`src/rtl/video_timing_gen.sv`:
```
// video_timing_gen: run-time programmable raster timing generator.
// Timing registers are written into a shadow bank and copied to the active
// bank atomically at the end of each frame. Sync pulses can be shifted by
// signed offsets that wrap modulo the line/frame length.
module video_timing_gen #(
    parameter int HW          = 9,
    parameter int VW          = 9,
    parameter int HTOTAL_D    = 386,
    parameter int HBL_START_D = 336,
    parameter int HBL_END_D   = 16,
    parameter int HS_START_D  = 347,
    parameter int HS_END_D    = 363,
    parameter int VTOTAL_D    = 262,
    parameter int VBL_START_D = 256,
    parameter int VBL_END_D   = 16,
    parameter int VS_START_D  = 0,
    parameter int VS_END_D    = 8,
    parameter int VIRQ_D      = 256,
    parameter bit HS_POL      = 1'b1,
    parameter bit VS_POL      = 1'b1,
    localparam int CW         = (HW > VW) ? HW : VW
) (
    input  logic                 clk,
    input  logic                 reset,
    input  logic                 clk_pix,
    input  logic signed [HW-1:0] hs_offset,
    input  logic signed [VW-1:0] vs_offset,
    input  logic                 cfg_we,
    input  logic [3:0]           cfg_addr,
    input  logic [CW-1:0]        cfg_data,
    output logic                 cfg_pending,
    output logic [HW-1:0]        hc,
    output logic [VW-1:0]        vc,
    output logic                 hsync,
    output logic                 vsync,
    output logic                 hbl,
    output logic                 vbl,
    output logic                 de,
    output logic                 line_start,
    output logic                 frame_start,
    output logic                 virq
);

    typedef struct packed {
        logic [HW-1:0] htotal;
        logic [HW-1:0] hbl_start;
        logic [HW-1:0] hbl_end;
        logic [HW-1:0] hs_start;
        logic [HW-1:0] hs_end;
        logic [VW-1:0] vtotal;
        logic [VW-1:0] vbl_start;
        logic [VW-1:0] vbl_end;
        logic [VW-1:0] vs_start;
        logic [VW-1:0] vs_end;
        logic [VW-1:0] virq;
    } timing_t;

    localparam timing_t DEFAULTS = '{
        htotal:    HW'(HTOTAL_D),
        hbl_start: HW'(HBL_START_D),
        hbl_end:   HW'(HBL_END_D),
        hs_start:  HW'(HS_START_D),
        hs_end:    HW'(HS_END_D),
        vtotal:    VW'(VTOTAL_D),
        vbl_start: VW'(VBL_START_D),
        vbl_end:   VW'(VBL_END_D),
        vs_start:  VW'(VS_START_D),
        vs_end:    VW'(VS_END_D),
        virq:      VW'(VIRQ_D)
    };

    timing_t       act_q, shd_q;
    logic          pend_q;
    logic [HW-1:0] h_q;
    logic [VW-1:0] v_q, v_d;
    logic          hbl_q, vbl_q, hs_q, vs_q, de_q;
    logic          line_start_q, frame_start_q, virq_q;
    logic          h_wrap, v_wrap, commit;
    logic [HW-1:0] hs_start_t, hs_end_t;
    logic [VW-1:0] vs_start_t, vs_end_t;

    // Shift a sync edge by a signed offset, wrapping into 0..total.
    function automatic logic [HW-1:0] h_target(input logic [HW-1:0] base,
                                               input logic [HW-1:0] off,
                                               input logic [HW-1:0] total);
        logic signed [HW+1:0] t;
        logic signed [HW+1:0] span;
        span = $signed({2'b00, total} + {{(HW+1){1'b0}}, 1'b1});
        t    = $signed({2'b00, base}) + $signed({{2{off[HW-1]}}, off});
        if (t[HW+1])
            t = t + span;
        else if (t >= span)
            t = t - span;
        return t[HW-1:0];
    endfunction

    function automatic logic [VW-1:0] v_target(input logic [VW-1:0] base,
                                               input logic [VW-1:0] off,
                                               input logic [VW-1:0] total);
        logic signed [VW+1:0] t;
        logic signed [VW+1:0] span;
        span = $signed({2'b00, total} + {{(VW+1){1'b0}}, 1'b1});
        t    = $signed({2'b00, base}) + $signed({{2{off[VW-1]}}, off});
        if (t[VW+1])
            t = t + span;
        else if (t >= span)
            t = t - span;
        return t[VW-1:0];
    endfunction

    assign hs_start_t = h_target(act_q.hs_start, hs_offset, act_q.htotal);
    assign hs_end_t   = h_target(act_q.hs_end,   hs_offset, act_q.htotal);
    assign vs_start_t = v_target(act_q.vs_start, vs_offset, act_q.vtotal);
    assign vs_end_t   = v_target(act_q.vs_end,   vs_offset, act_q.vtotal);

    assign h_wrap = (h_q == act_q.htotal);
    assign v_wrap = (v_q == act_q.vtotal);
    assign commit = clk_pix && h_wrap && v_wrap;
    assign v_d    = v_wrap ? '0 : v_q + 1'b1;

    // Shadow writes (any clk) and frame-boundary commit of shadow to active.
    // Commit copies the pre-write shadow; a same-cycle write keeps pending set.
    always_ff @(posedge clk) begin
        if (reset) begin
            act_q  <= DEFAULTS;
            shd_q  <= DEFAULTS;
            pend_q <= 1'b0;
        end else begin
            if (commit) begin
                act_q  <= shd_q;
                pend_q <= 1'b0;
            end
            if (cfg_we && (cfg_addr <= 4'd10)) begin
                pend_q <= 1'b1;
                case (cfg_addr)
                    4'd0:    shd_q.htotal    <= cfg_data[HW-1:0];
                    4'd1:    shd_q.hbl_start <= cfg_data[HW-1:0];
                    4'd2:    shd_q.hbl_end   <= cfg_data[HW-1:0];
                    4'd3:    shd_q.hs_start  <= cfg_data[HW-1:0];
                    4'd4:    shd_q.hs_end    <= cfg_data[HW-1:0];
                    4'd5:    shd_q.vtotal    <= cfg_data[VW-1:0];
                    4'd6:    shd_q.vbl_start <= cfg_data[VW-1:0];
                    4'd7:    shd_q.vbl_end   <= cfg_data[VW-1:0];
                    4'd8:    shd_q.vs_start  <= cfg_data[VW-1:0];
                    4'd9:    shd_q.vs_end    <= cfg_data[VW-1:0];
                    4'd10:   shd_q.virq      <= cfg_data[VW-1:0];
                    default: ;
                endcase
            end
        end
    end

    // Raster counters, blanking/sync edge tracking and one-clk strobes.
    always_ff @(posedge clk) begin
        if (reset) begin
            h_q           <= '0;
            v_q           <= '0;
            hbl_q         <= 1'b0;
            vbl_q         <= 1'b0;
            hs_q          <= 1'b0;
            vs_q          <= 1'b0;
            de_q          <= 1'b0;
            line_start_q  <= 1'b0;
            frame_start_q <= 1'b0;
            virq_q        <= 1'b0;
        end else begin
            line_start_q  <= 1'b0;
            frame_start_q <= 1'b0;
            virq_q        <= 1'b0;
            if (clk_pix) begin
                if (h_wrap) begin
                    h_q           <= '0;
                    v_q           <= v_d;
                    line_start_q  <= 1'b1;
                    frame_start_q <= v_wrap;
                    virq_q        <= (v_d == act_q.virq);
                end else begin
                    h_q <= h_q + 1'b1;
                end

                if (h_q == act_q.hbl_start)    hbl_q <= 1'b1;
                else if (h_q == act_q.hbl_end) hbl_q <= 1'b0;

                if (v_q == act_q.vbl_start)    vbl_q <= 1'b1;
                else if (v_q == act_q.vbl_end) vbl_q <= 1'b0;

                if (h_q == hs_start_t)         hs_q <= 1'b1;
                else if (h_q == hs_end_t)      hs_q <= 1'b0;

                if (v_q == vs_start_t)         vs_q <= 1'b1;
                else if (v_q == vs_end_t)      vs_q <= 1'b0;

                de_q <= ~hbl_q & ~vbl_q;
            end
        end
    end

    assign cfg_pending = pend_q;
    assign hc          = h_q;
    assign vc          = v_q;
    assign hbl         = hbl_q;
    assign vbl         = vbl_q;
    assign hsync       = hs_q ^ ~HS_POL;
    assign vsync       = vs_q ^ ~VS_POL;
    assign de          = de_q;
    assign line_start  = line_start_q;
    assign frame_start = frame_start_q;
    assign virq        = virq_q;

endmodule
```
`config.mk`:
```
export PLATFORM = sky130hd
export DESIGN_NAME = video_timing_gen
export DESIGN_NICKNAME = d
export VERILOG_FILES = /design/src/rtl/video_timing_gen.sv
export SDC_FILE = /design/constraint.sdc
export NUM_CORES = 1
export LEC_CHECK = 0
export CORE_UTILIZATION = 60
export CTS_CLUSTER_DIAMETER = 40
export DETAILED_ROUTE_END_ITERATION = 6
export PLACE_DENSITY = 0.8
export SLEW_MARGIN = 30
export SYNTH_ARGS = -nofsm -noshare
export SYNTH_HDL_FRONTEND = slang
export SYNTH_SLANG_ARGS = --single-unit
```
`constraint.sdc`:
```
create_clock -name clk -period 8.9 [get_ports clk]
set_input_delay 1.78 -clock clk [delete_from_list [all_inputs] [get_ports clk]]
set_output_delay 1.78 -clock clk [all_outputs]
set_load 0.01 [all_outputs]
```
==> run_results.csv <==
group,metric,value,unit
status,status,"completed",
layout,layout-drive-gt1-share,5.62,%
power,power_per_cell_area,149,nW/µm²
layout,fin_cells,2251,
clock_tree,tritoncts,"done",
layout,fin_nets,2070,
timing,final.setup_skew,0.0233,ns
worst_setup_path,crit_type,"in -> reg",
clock_tree,cts-root-buf,"clkbuf_16",
synthesis,async_reset_ff_share,0,%
route,firstDrtPassIters,6,
timing,finalCritPeriodShare,72.9,%
worst_setup_path,cp.arrival,6.92,ns
worst_setup_path,critPathCaptureType,"flop",
layout,fillerInstances,2123,
worst_setup_path,worst_r2r_path_depth,18,
worst_hold_path,hp-class,"reg -> reg",
grt,grt_pass1_vias,12900,
synthesis,yosysWarnings,0,
placed_design,placed_area,16200,µm²
route,vias,14000,
worst_setup_path,startpoint,"vs_offset[0]",
route,vias_per_cell,6.22,
timing,setup_viol,0,
worst_setup_path,worstSetupStartpointType,"primary input",
grt,grt_overflow,0,
die,initial_core_util,61.2,%
timing,slew_viol_final,0,
route,drtIter0Drc,1494,
worst_setup_path,crit_required,9.33,ns
die,die_x,162,µm
grt,track_usage,33.6,%
clock_tree,hold_buffers,0,
synthesis,yosysSeqAreaShare,29.2,%
synthesis,synth_top_area_share,29.2,%
timing,worstMarginPinSlew,0.969,ns
power,ir_worst_vdd,0.178,mV
worst_setup_path,crit-reg2reg-launch,"act_q[18]",
route,route.detailed.drc,0,
layout,area_growth,10.6,%
synthesis,synthTopCellsByCount,"nand2_1, dfxtp_1, nor2_1",
grt,antenna_found_initial,0,
synthesis,synth_nets,2071,
die,ioPinCount,62,
worst_hold_path,worstHoldPathCells,2,
clock_tree,cts.sinks,225,
placed_design,gp_congestion,0.942,
clock_tree,htreeDepth,1,
route,wl_per_cell,19.9,µm
synthesis,synth_most_common_cell,"nand2_1",
die,die_h,162,µm
timing,setup_tns,0,ns
placed_design,port-buffer-count,61,
synthesis,syn_inst,1904,
synthesis,synth.area.top_cells,"dfxtp_1, ha_1, nand2_1",
power,leakage,6.84,nW
worst_setup_path,crit_fanout,6,
die,core-area,25200,µm²
clock_tree,numCtsBuffers,26,
grt,grt_max_degree,102,
layout,fin_area,17100,µm²
timing,rsz0062_at_grt,"no",
layout,diodes,0,
synthesis,synth-main-ff-cell,"dfxtp_1",
grt,grt_pass1_wl,70.0,mm
run,max_cap_violations,0,
die,dieArea,26300,µm²
clock_tree,cts.clk_slew.worst_paths,0.06,ns
worst_hold_path,hold_start,"shd_q[6]",
timing,post-route-min-period,6.49,ns
clock_tree,clockBufferDepth,3,
clock_tree,cts_resized,0,
timing,max-slew-margin-rel,35.3,%
synthesis,netlist_area,15400,µm²
clock_tree,postCtsSetupBuffers,0,
timing,finalHoldViolCount,0,
timing,fmax,154,MHz
clock_tree,clk_latency,0.53,ns
placed_design,dp.cells,2205,
route,ant_nets,0,
synthesis,synth_area_per_cell,8.10,µm²
route,wirelength,44.8,mm
placed_design,hpwl,32.1,mm
synthesis,synth_top_area_cell,"dfxtp_1",
synthesis,synth_seq_cells,225,
synthesis,synth-edff-count,0,
synthesis,yosysUniqueCellTypes,87,
die,rows,58,
[stage by stage]
step	hold slack (ns)	total power, mW	util, %	setup slack (ns)
after floorplan	0.431	1.37	-	2.85
after detailed placement	0.445	1.49	64.2	1.98
after global routing	0.470	2.64	67.7	2.16
after CTS	0.455	2.55	67.7	2.48
final	0.455	2.55	67.7	2.41
after global placement	0.439	1.49	64.1	2.06
[layer usage]
layer  part of all wire (%)  up-vias  track usage (%)
met5                      0        -                0
met3                    6.9       79             2.71
met4                    2.6        0             8.75
li1                       -     6669                -
met1                     45     6720             47.8
met2                     46      540             54.5
[cell type report]
type                    count  area (µm²)  share of cell area, %
clock inverters            12         126                  0.741
clock buffers              34         762                   4.47
inverters                  63         236                   1.39
repair buffers             73         706                   4.14
flip-flops and latches    225        4500                   26.4
well taps                 330         413                   2.42
multi-input cells        1514       10300                   60.4
[kinds of logic (layout without fill, tap and decap cells)]
kind of cell               after synthesis  count (layout)  synth area share, %
muxes                                  102             102                 6.63
and+or+nand+nor                        713             713                 21.7
AOI/OAI and AO/OA                      406             406                 17.9
DFF                                    225             225                 29.2
xor gates and xnor gates               161             161                 9.14
adders and majority gates              132             132                 11.3
buffers and inverters                  165             182                 4.18
[registers in the layout, summed over array words and instances (netlist names)]
| name | count |
|---|---|
| hsync | 1 |
| virq | 1 |
| cfg_pending | 1 |
| frame_start | 1 |
| act_q | 99 |
| hbl | 1 |
| de | 1 |
| vbl | 1 |
| vc | 9 |
| hc | 9 |
| vsync | 1 |
| shd_q | 99 |
| line_start | 1 |
[worst max-delay path: stages]
cell and delay (ns):
clkdlybuf4s50_1 0.44, ha_1 0.26, fa_1 0.43, a211o_1 0.31
a211o_1 0.32, a21o_1 0.21, a21oi_1 0.18, xor2_1 0.27
ha_1 0.33, and3b_1 0.19, o21ai_0 0.14, o211ai_1 0.14
nor2_1 0.39, mux2i_1 0.30, xnor2_1 0.10, or4_1 0.48
a221oi_1 0.29, nand4_1 0.15, o31ai_2 0.19
[path summary, 6_finish.rpt]
check | end | slack (ns)
setup / recovery | vsync | 2.41
hold / removal | act_q[6] | 0.45
setup reg to reg | vsync | 3.82
hold reg to reg | act_q[6] | 0.45
[cells in the final DEF, fill, tap and decap left out, types with 7 or more instances in the layout]
master	synthesis	routed
dfxtp_1	225	225
o21ai_0	47	47
or2_2	8	8
o21ba_2	7	7
clkdlybuf4s50_1	0	60
a211oi_1	25	25
xnor2_1	98	98
a22oi_1	8	8
nor3_1	25	24
inv_1	62	62
o21a_1	11	11
and3_1	19	19
a31oi_1	14	14
fa_1	12	12
or3_1	14	14
o41ai_1	7	7
o21bai_1	14	14
xor2_1	63	63
a211o_1	15	15
a21oi_1	142	142
buf_4	2	11
nand3b_1	20	20
nor4_1	17	16
nor2_1	180	175
mux2i_1	101	101
nor2b_1	26	26
or4_1	9	9
and2_1	10	9
clkbuf_16	0	27
a21o_1	23	23
o211ai_1	10	10
nand2_1	274	272
ha_1	120	120
nand3_1	47	47
nand2b_1	19	19
nand4_1	16	16
[power by group]
part	switching [mW]	leakage, nW	total [mW]	internal (mW)
Combinational	0.273	4.59	0.457	0.184
Clock	0.430	0.436	1.07	0.638
Sequential	0.00948	1.82	1.02	1.01
Total	0.712	6.84	2.55	1.84
Power figures use the tool's default switching activity.
